### src/rtl/sel_out_fifo.sv
`default_nettype none
// ============================================================================
// Module   : sel_out_fifo
// Brief    : Output FIFO for the byte selector. Lane-masks each incoming
//            result word, buffers it, and presents it first-word-fall-through
//            over a valid/ready handshake with occupancy and sticky overflow.
// Revision : 1.0 - initial release
// ============================================================================
module sel_out_fifo #(
  parameter int WIDTH = 32,
  parameter int DEPTH = 4,
  parameter int AW    = 2
) (
  input  logic                 CLK,
  input  logic                 RESET,
  input  logic                 FLUSH,
  input  logic                 IN_VALID,
  input  logic [WIDTH-1:0]     IN_DATA,
  input  logic [WIDTH/8-1:0]   IN_BE,
  output logic                 IN_READY,
  output logic                 OUT_VALID,
  output logic [WIDTH-1:0]     OUT_DATA,
  output logic [WIDTH/8-1:0]   OUT_BE,
  input  logic                 OUT_READY,
  output logic [AW:0]          COUNT,
  output logic                 FULL,
  output logic                 EMPTY,
  output logic                 OVERFLOW
);

  localparam int          C_NB    = WIDTH / 8;
  localparam logic [AW:0] C_DEPTH = (AW+1)'(DEPTH);
  localparam logic [AW:0] C_ONE   = (AW+1)'(1);

  // Storage has no reset: entries are only visible through valid pointers.
  logic [WIDTH-1:0] mem_q    [DEPTH];
  logic [C_NB-1:0]  be_mem_q [DEPTH];

  logic [AW-1:0] wr_ptr_q, wr_ptr_d;
  logic [AW-1:0] rd_ptr_q, rd_ptr_d;
  logic [AW:0]   count_q, count_d;
  logic          ovf_q, ovf_d;

  logic             w_full;
  logic             w_empty;
  logic             w_push;
  logic             w_pop;
  logic [WIDTH-1:0] w_masked;

  assign w_full  = (count_q == C_DEPTH);
  assign w_empty = (count_q == '0);

  // Full blocks a push even when a pop frees a slot in the same cycle, so
  // IN_READY depends on registered state only. Flush discards both sides.
  assign w_push = IN_VALID && !w_full && !FLUSH;
  assign w_pop  = OUT_READY && !w_empty && !FLUSH;

  // Zero every byte lane whose enable is low before it is stored.
  for (genvar i = 0; i < C_NB; i++) begin : g_lane
    assign w_masked[8*i +: 8] = IN_BE[i] ? IN_DATA[8*i +: 8] : 8'h00;
  end

  // Write the masked word and its lane enables into the tail slot.
  always_ff @(posedge CLK) begin
    if (w_push) begin
      mem_q[wr_ptr_q]    <= w_masked;
      be_mem_q[wr_ptr_q] <= IN_BE;
    end
  end

  // Next-state for pointers, occupancy and sticky overflow; flush wins.
  always_comb begin
    wr_ptr_d = wr_ptr_q;
    rd_ptr_d = rd_ptr_q;
    count_d  = count_q;
    ovf_d    = ovf_q;
    if (FLUSH) begin
      wr_ptr_d = '0;
      rd_ptr_d = '0;
      count_d  = '0;
      ovf_d    = 1'b0;
    end else begin
      if (w_push) wr_ptr_d = wr_ptr_q + AW'(1);
      if (w_pop)  rd_ptr_d = rd_ptr_q + AW'(1);
      case ({w_push, w_pop})
        2'b10:   count_d = count_q + C_ONE;
        2'b01:   count_d = count_q - C_ONE;
        default: count_d = count_q;
      endcase
      ovf_d = ovf_q | (IN_VALID & w_full);
    end
  end

  // Control state register with asynchronous reset.
  always_ff @(posedge CLK or posedge RESET) begin
    if (RESET) begin
      wr_ptr_q <= '0;
      rd_ptr_q <= '0;
      count_q  <= '0;
      ovf_q    <= 1'b0;
    end else begin
      wr_ptr_q <= wr_ptr_d;
      rd_ptr_q <= rd_ptr_d;
      count_q  <= count_d;
      ovf_q    <= ovf_d;
    end
  end

  // Head entry is shown only while non-empty; otherwise outputs read zero.
  always_comb begin
    OUT_DATA = '0;
    OUT_BE   = '0;
    if (!w_empty) begin
      OUT_DATA = mem_q[rd_ptr_q];
      OUT_BE   = be_mem_q[rd_ptr_q];
    end
  end

  assign IN_READY  = !w_full;
  assign OUT_VALID = !w_empty;
  assign COUNT     = count_q;
  assign FULL      = w_full;
  assign EMPTY     = w_empty;
  assign OVERFLOW  = ovf_q;

endmodule
`default_nettype wire

### config.mk
export PLATFORM = sky130hd
export DESIGN_NAME = sel_out_fifo
export DESIGN_NICKNAME = d
export VERILOG_FILES = /design/src/rtl/sel_out_fifo.sv
export SDC_FILE = /design/constraint.sdc
export NUM_CORES = 1
export LEC_CHECK = 0
export BUFFER_PORTS_ARGS = -buffer_cell sky130_fd_sc_hd__buf_4
export CAP_MARGIN = 20
export CORE_UTILIZATION = 57
export CTS_CLUSTER_DIAMETER = 80
export DETAILED_ROUTE_END_ITERATION = 8
export PLACE_DENSITY = 0.79
export SLEW_MARGIN = 10
export SYNTH_ARGS = -nofsm -noshare
export SYNTH_HDL_FRONTEND = slang
export SYNTH_SLANG_ARGS = --single-unit
### constraint.sdc
create_clock -name CLK -period 3 [get_ports CLK]
set_input_delay 0.75 -clock CLK [delete_from_list [all_inputs] [get_ports CLK]]
set_output_delay 0.75 -clock CLK [all_outputs]
set_load 0.02 [all_outputs]
# Word-level counts from Yosys, hierarchy flattened
# Memories as Yosys holds them, arrays and structs flattened.
# Index checks and enable logic that the tools add are counted.
# totals
register_bits,8
mem_bits_rw,144
output_inout_bits,44
elab_cells,41
memories,2
# classes
n_addsub,4
n_eq_ne,3
mux,15
bitwise_logic,2
reduce_logical,11
# mem_list
memory,words,width,rd,rd_clocked_by_memory_dff,write_ports,line_no,source
mem_q,4,32,1,0,1,36,logic [WIDTH-1:0] mem_q [DEPTH];
be_mem_q,4,4,1,0,1,37,logic [C_NB-1:0] be_mem_q [DEPTH];
# op_table
op,n
2-to-1 mux 32 bit,1
2-to-1 mux 8 bit,4
2-to-1 mux 2 bit,4
one-hot mux 3 bit (2 select lines),1
adder 2 x 1 -> 2 bit (second input constant),2
logical AND 1 bit,4
2-to-1 mux 4 bit,1
nonzero test 2 bit,2
adder 3 x 1 -> 3 bit (second input constant),1
equality test 3 bit (second input constant),1
zero test 1 bit,3
zero test 3 bit,1
2-to-1 mux 1 bit,3
2-to-1 mux 3 bit,1
nonzero test 3 bit,1
subtractor 3 x 1 -> 3 bit (second input constant),1
equality test 2 x 1 -> 1 bit (second input constant),1
equality test 2 bit (second input constant),1
AND 1 bit,1
OR 1 bit,1

# Logic depth before layout (Yosys ltp)
# logic_depth
depth_word,7
ltp_mapped,8

# Worst setup path before layout
# OpenSTA, ideal clock, no wires.
# synth_path
kind,register to register
startpoint,register count_q[0] (netlist: COUNT[0])
endpoint,memory be_mem_q[0][0] in the netlist's numbering (enable)
setup_time_ns,0.397
t_arrival_ns,2.317
required_time_ns,2.603
setup_slack_ns,0.286
stages_incl_launch_ff,7
period_less_slack_ns,2.714
path_cell_list,dfrtp_1 -> buf_2 -> nor2_1 -> nand2_1 -> inv_1 -> nor3_1 -> and2_1
# synth_between
elab_chain_len,6
# synth_lines
item,line_no,source
start: declaration,41,"logic [AW:0] count_q, count_d;"
start signal: assignment,104,count_q <= count_d;
equality test 3 bit,50,assign w_full = (count_q == C_DEPTH);
zero test 1 bit,-,
named net IN_READY,20,"output logic IN_READY,"
logical AND 1 bit (2 in series),55,assign w_push = IN_VALID && !w_full && !FLUSH;
2-to-1 mux 1 bit,65,if (w_push) begin
2-to-1 mux 1 bit (implied by the code),67,be_mem_q[wr_ptr_q] <= IN_BE;
end: declaration,37,
# The timed path passes the listed nets, and every way through them passes these cells.

# Worst setup path after layout
# layout_path
startpoint,register rd_ptr_q[0]
endpoint,output port OUT_DATA[17]
# layout_between
elab_chain_len,2
# layout_lines
item,line_no,source
start: declaration,40,"logic [AW-1:0] rd_ptr_q, rd_ptr_d;"
start signal: assignment,103,rd_ptr_q <= rd_ptr_d;
memory read (4 x 32 bit),-,
2-to-1 mux 32 bit,113,if (!w_empty) begin
end: declaration,22,"output logic [WIDTH-1:0] OUT_DATA,"
# Every way passes these cells.

==> results.txt <==
First-pass DRT Iterations = 4
Vias/cell = 5.664
ys flop type = edfxtp_1
I/O Buffers = 84
sw power = 1.192 mW
Chip Height = 106.7 µm
Final TNS setup = 0 ps
Mean Syn Cell Area = 18.87 µm²
endpoints failing hold = 0
top post-synthesis cells by area = edfxtp_1 (69%), mux4_2 (13%), and2_1 (3.6%), nor2b_1 (3.6%), dfrtp_1 (3.2%)
synthesized net count = 377
DP Worst Slack = 562.9 ps
Mapped Cells = 331
Switching Share = 0.2300
Post-synth ARST share = 0.05263
largest net degree at the start of global routing = 39
gp weighted congestion = 0.7571
nets = 472
commonest cells after routing, fill and taps aside = edfxtp_1 (144), buf_4 (88), mux4_2 (36), nor2b_1 (36), and2_1 (32)
R2R cell count = 6
Pint = 3.992 mW
final period utilization = 0.9398
Worst Clk Skew = 5.453 ps
initial antenna violation count = 0
post-synthesis sequential area ratio = 0.7245
Static Leak = 2.698 nW
fin worst setup slack = 180.6 ps
Die Area = 11,380 µm²
WP data required = 2250 ps
Clock transition at path regs = 60 ps
part of the power in registers = 0.468
worst vdd ir = 0.4250 mV
antenna cells = 0
Max Cap Violations = 0
Worst Tran Pin Value = 464.1 ps
status = complete, no violations
overall power = 5.184 mW
post-synth top area share = 0.6924
most common cell after layout, fill and taps aside = edfxtp_1
Slew Viols, Final = 0
cts hold-fix bufs = 0
DR DRC count = 0
total core area = 10,460 µm²
Tmin final = 2819 ps
DP Area = 7086 µm²
Syn. warnings = 0
Startpoint Class = register
Comb pwr share = 0.140
Routed Antenna Nets = 0
initial core utilization = 0.5969
post-synth cell types = 34
vias in the first global route = 3,317
fin util = 0.7330
Global Route Usage Sum = 0.2194
# rows = 37
final wirelength = 11,420 µm
Die W = 106.7 µm
Synth area leader = edfxtp_1
layout cells sized above 1 = 0.3850
Max clock buf depth = 2
postcts setup bufs = 1
H-tree depth = 4
first-pass GRT wire length = 17,780 µm
CTS tree = built
synthesized cell area = 6245 µm²
arrival time worst endpoint = 2070 ps
IO Pins = 85
Fmax = 0.3547 GHz
Final setup viols = 0
RSZ-0062 raised after global routing = no
Worst-Skew Late Latency = 510 ps
DR WL/cell = 19.87 µm
Clock Sinks = 152
Filler cells = 635
synthesis-stage register bit count = 152
Area growth, synth to finish = 22.80%
endpoint class of the critical path = output port
HP Class = in -> async
CP Class = reg -> out
DP HPWL = 7000 µm
Rel. slew slack = 0.6906
GRT Residual Overflow = 0
Post-synth EDFFs = 144
design area = 7669 µm²
CTS buffer count = 17
pwr dens = 676.0 nW/µm²
Clock Power Share = 0.392
initial DRC count = 198
Via Count = 3,257
post-CTS sizing = 0
CP max FO = 24
CTS Root Cell = clkbuf_8
[cell type report]
class	instances	area, µm²	area share
Clock buffer	18	417.9	0.05450
Clock inverter	14	157.7	0.02056
Inverter	9	33.78	0.004405
Multi-Input combinational cell	152	1582	0.2062
Sequential cell	152	4527	0.5903
Tap cell	136	170.2	0.02219
Timing Repair Buffer	94	780.7	0.1018
[flip-flops by register name, indices dropped and copies added (netlist names)]
name and cells:
mem_q 128, be_mem_q 16, COUNT 3, rd_ptr_q 2, wr_ptr_q 2, OVERFLOW 1
[cells by family after synthesis]
family                     after synthesis  share of synthesized area
buffers and inverters                   27                    0.02384
AOI/OAI and AO/OA                       15                    0.01643
adders and majority gates                5                    0.01122
xor gates and xnor gates                 3                   0.004208
muxes                                   37                     0.1316
DFF                                    152                     0.7245
and+or+nand+nor                         92                    0.08816
[worst paths after layout]
| path | start | endpoint | slack (ps) |
|---|---|---|---|
| worst min-delay path | RESET | COUNT[0] | 190 |
| worst min register to register | OVERFLOW | OVERFLOW | 520 |
| worst max-delay path | rd_ptr_q[0] | OUT_DATA[17] | 180 |
| max in group asynchronous | RESET | rd_ptr_q[1] | 2530 |
| min in group CLK | FLUSH | rd_ptr_q[0] | 480 |
| worst max register to register | COUNT[0] | mem_q[2][11] | 710 |
[layer usage]
metal | wire, µm | GRT usage | up-vias | part of all wire
li1 | - | - | 1473 | -
met1 | 4658 | 0.2815 | 1666 | 0.41
met2 | 5996 | 0.3668 | 103 | 0.52
met3 | 612 | 0.05836 | 15 | 0.054
met4 | 155 | 0.07241 | 0 | 0.014
met5 | 0 | 0 | - | 0
[stage by stage]
stage	instances	hold WS, ps
global route	575	192.6
floorplan	331	560.3
finish	575	194.9
global placement	542	489.9
detailed placement	542	495.8
CTS	575	182.1
[power by group through the flow]
stage	registers (mW)	logic (mW)	clock network (mW)
floorplan	2.46	0.470	0
global placement	2.47	0.707	0
detailed placement	2.48	0.719	0
CTS	2.43	0.733	2.06
global route	2.43	0.775	2.15
finish	2.43	0.724	2.03
[critical path: stages, from the launching register on]
cell	delay, ps
dfrtp_2	420
buf_12	250
mux4_2	530
nor2b_1	160
buf_4	180
[cell usage after synthesis (2+ instances only)]
cell type and number:
buf_2 11, mux4_2 36, nor2b_1 36, xor2_1 2
nand2b_1 2, o2111ai_1 2, nand3_1 2, and2_1 36
nand2_1 3, buf_6 4, ha_1 4, nor3_1 3
edfxtp_1 144, dfrtp_1 8, clkbuf_1 2, o21ai_0 2
a21oi_1 4, inv_1 9, nor2_1 6
(Power assumes the default switching activity.)
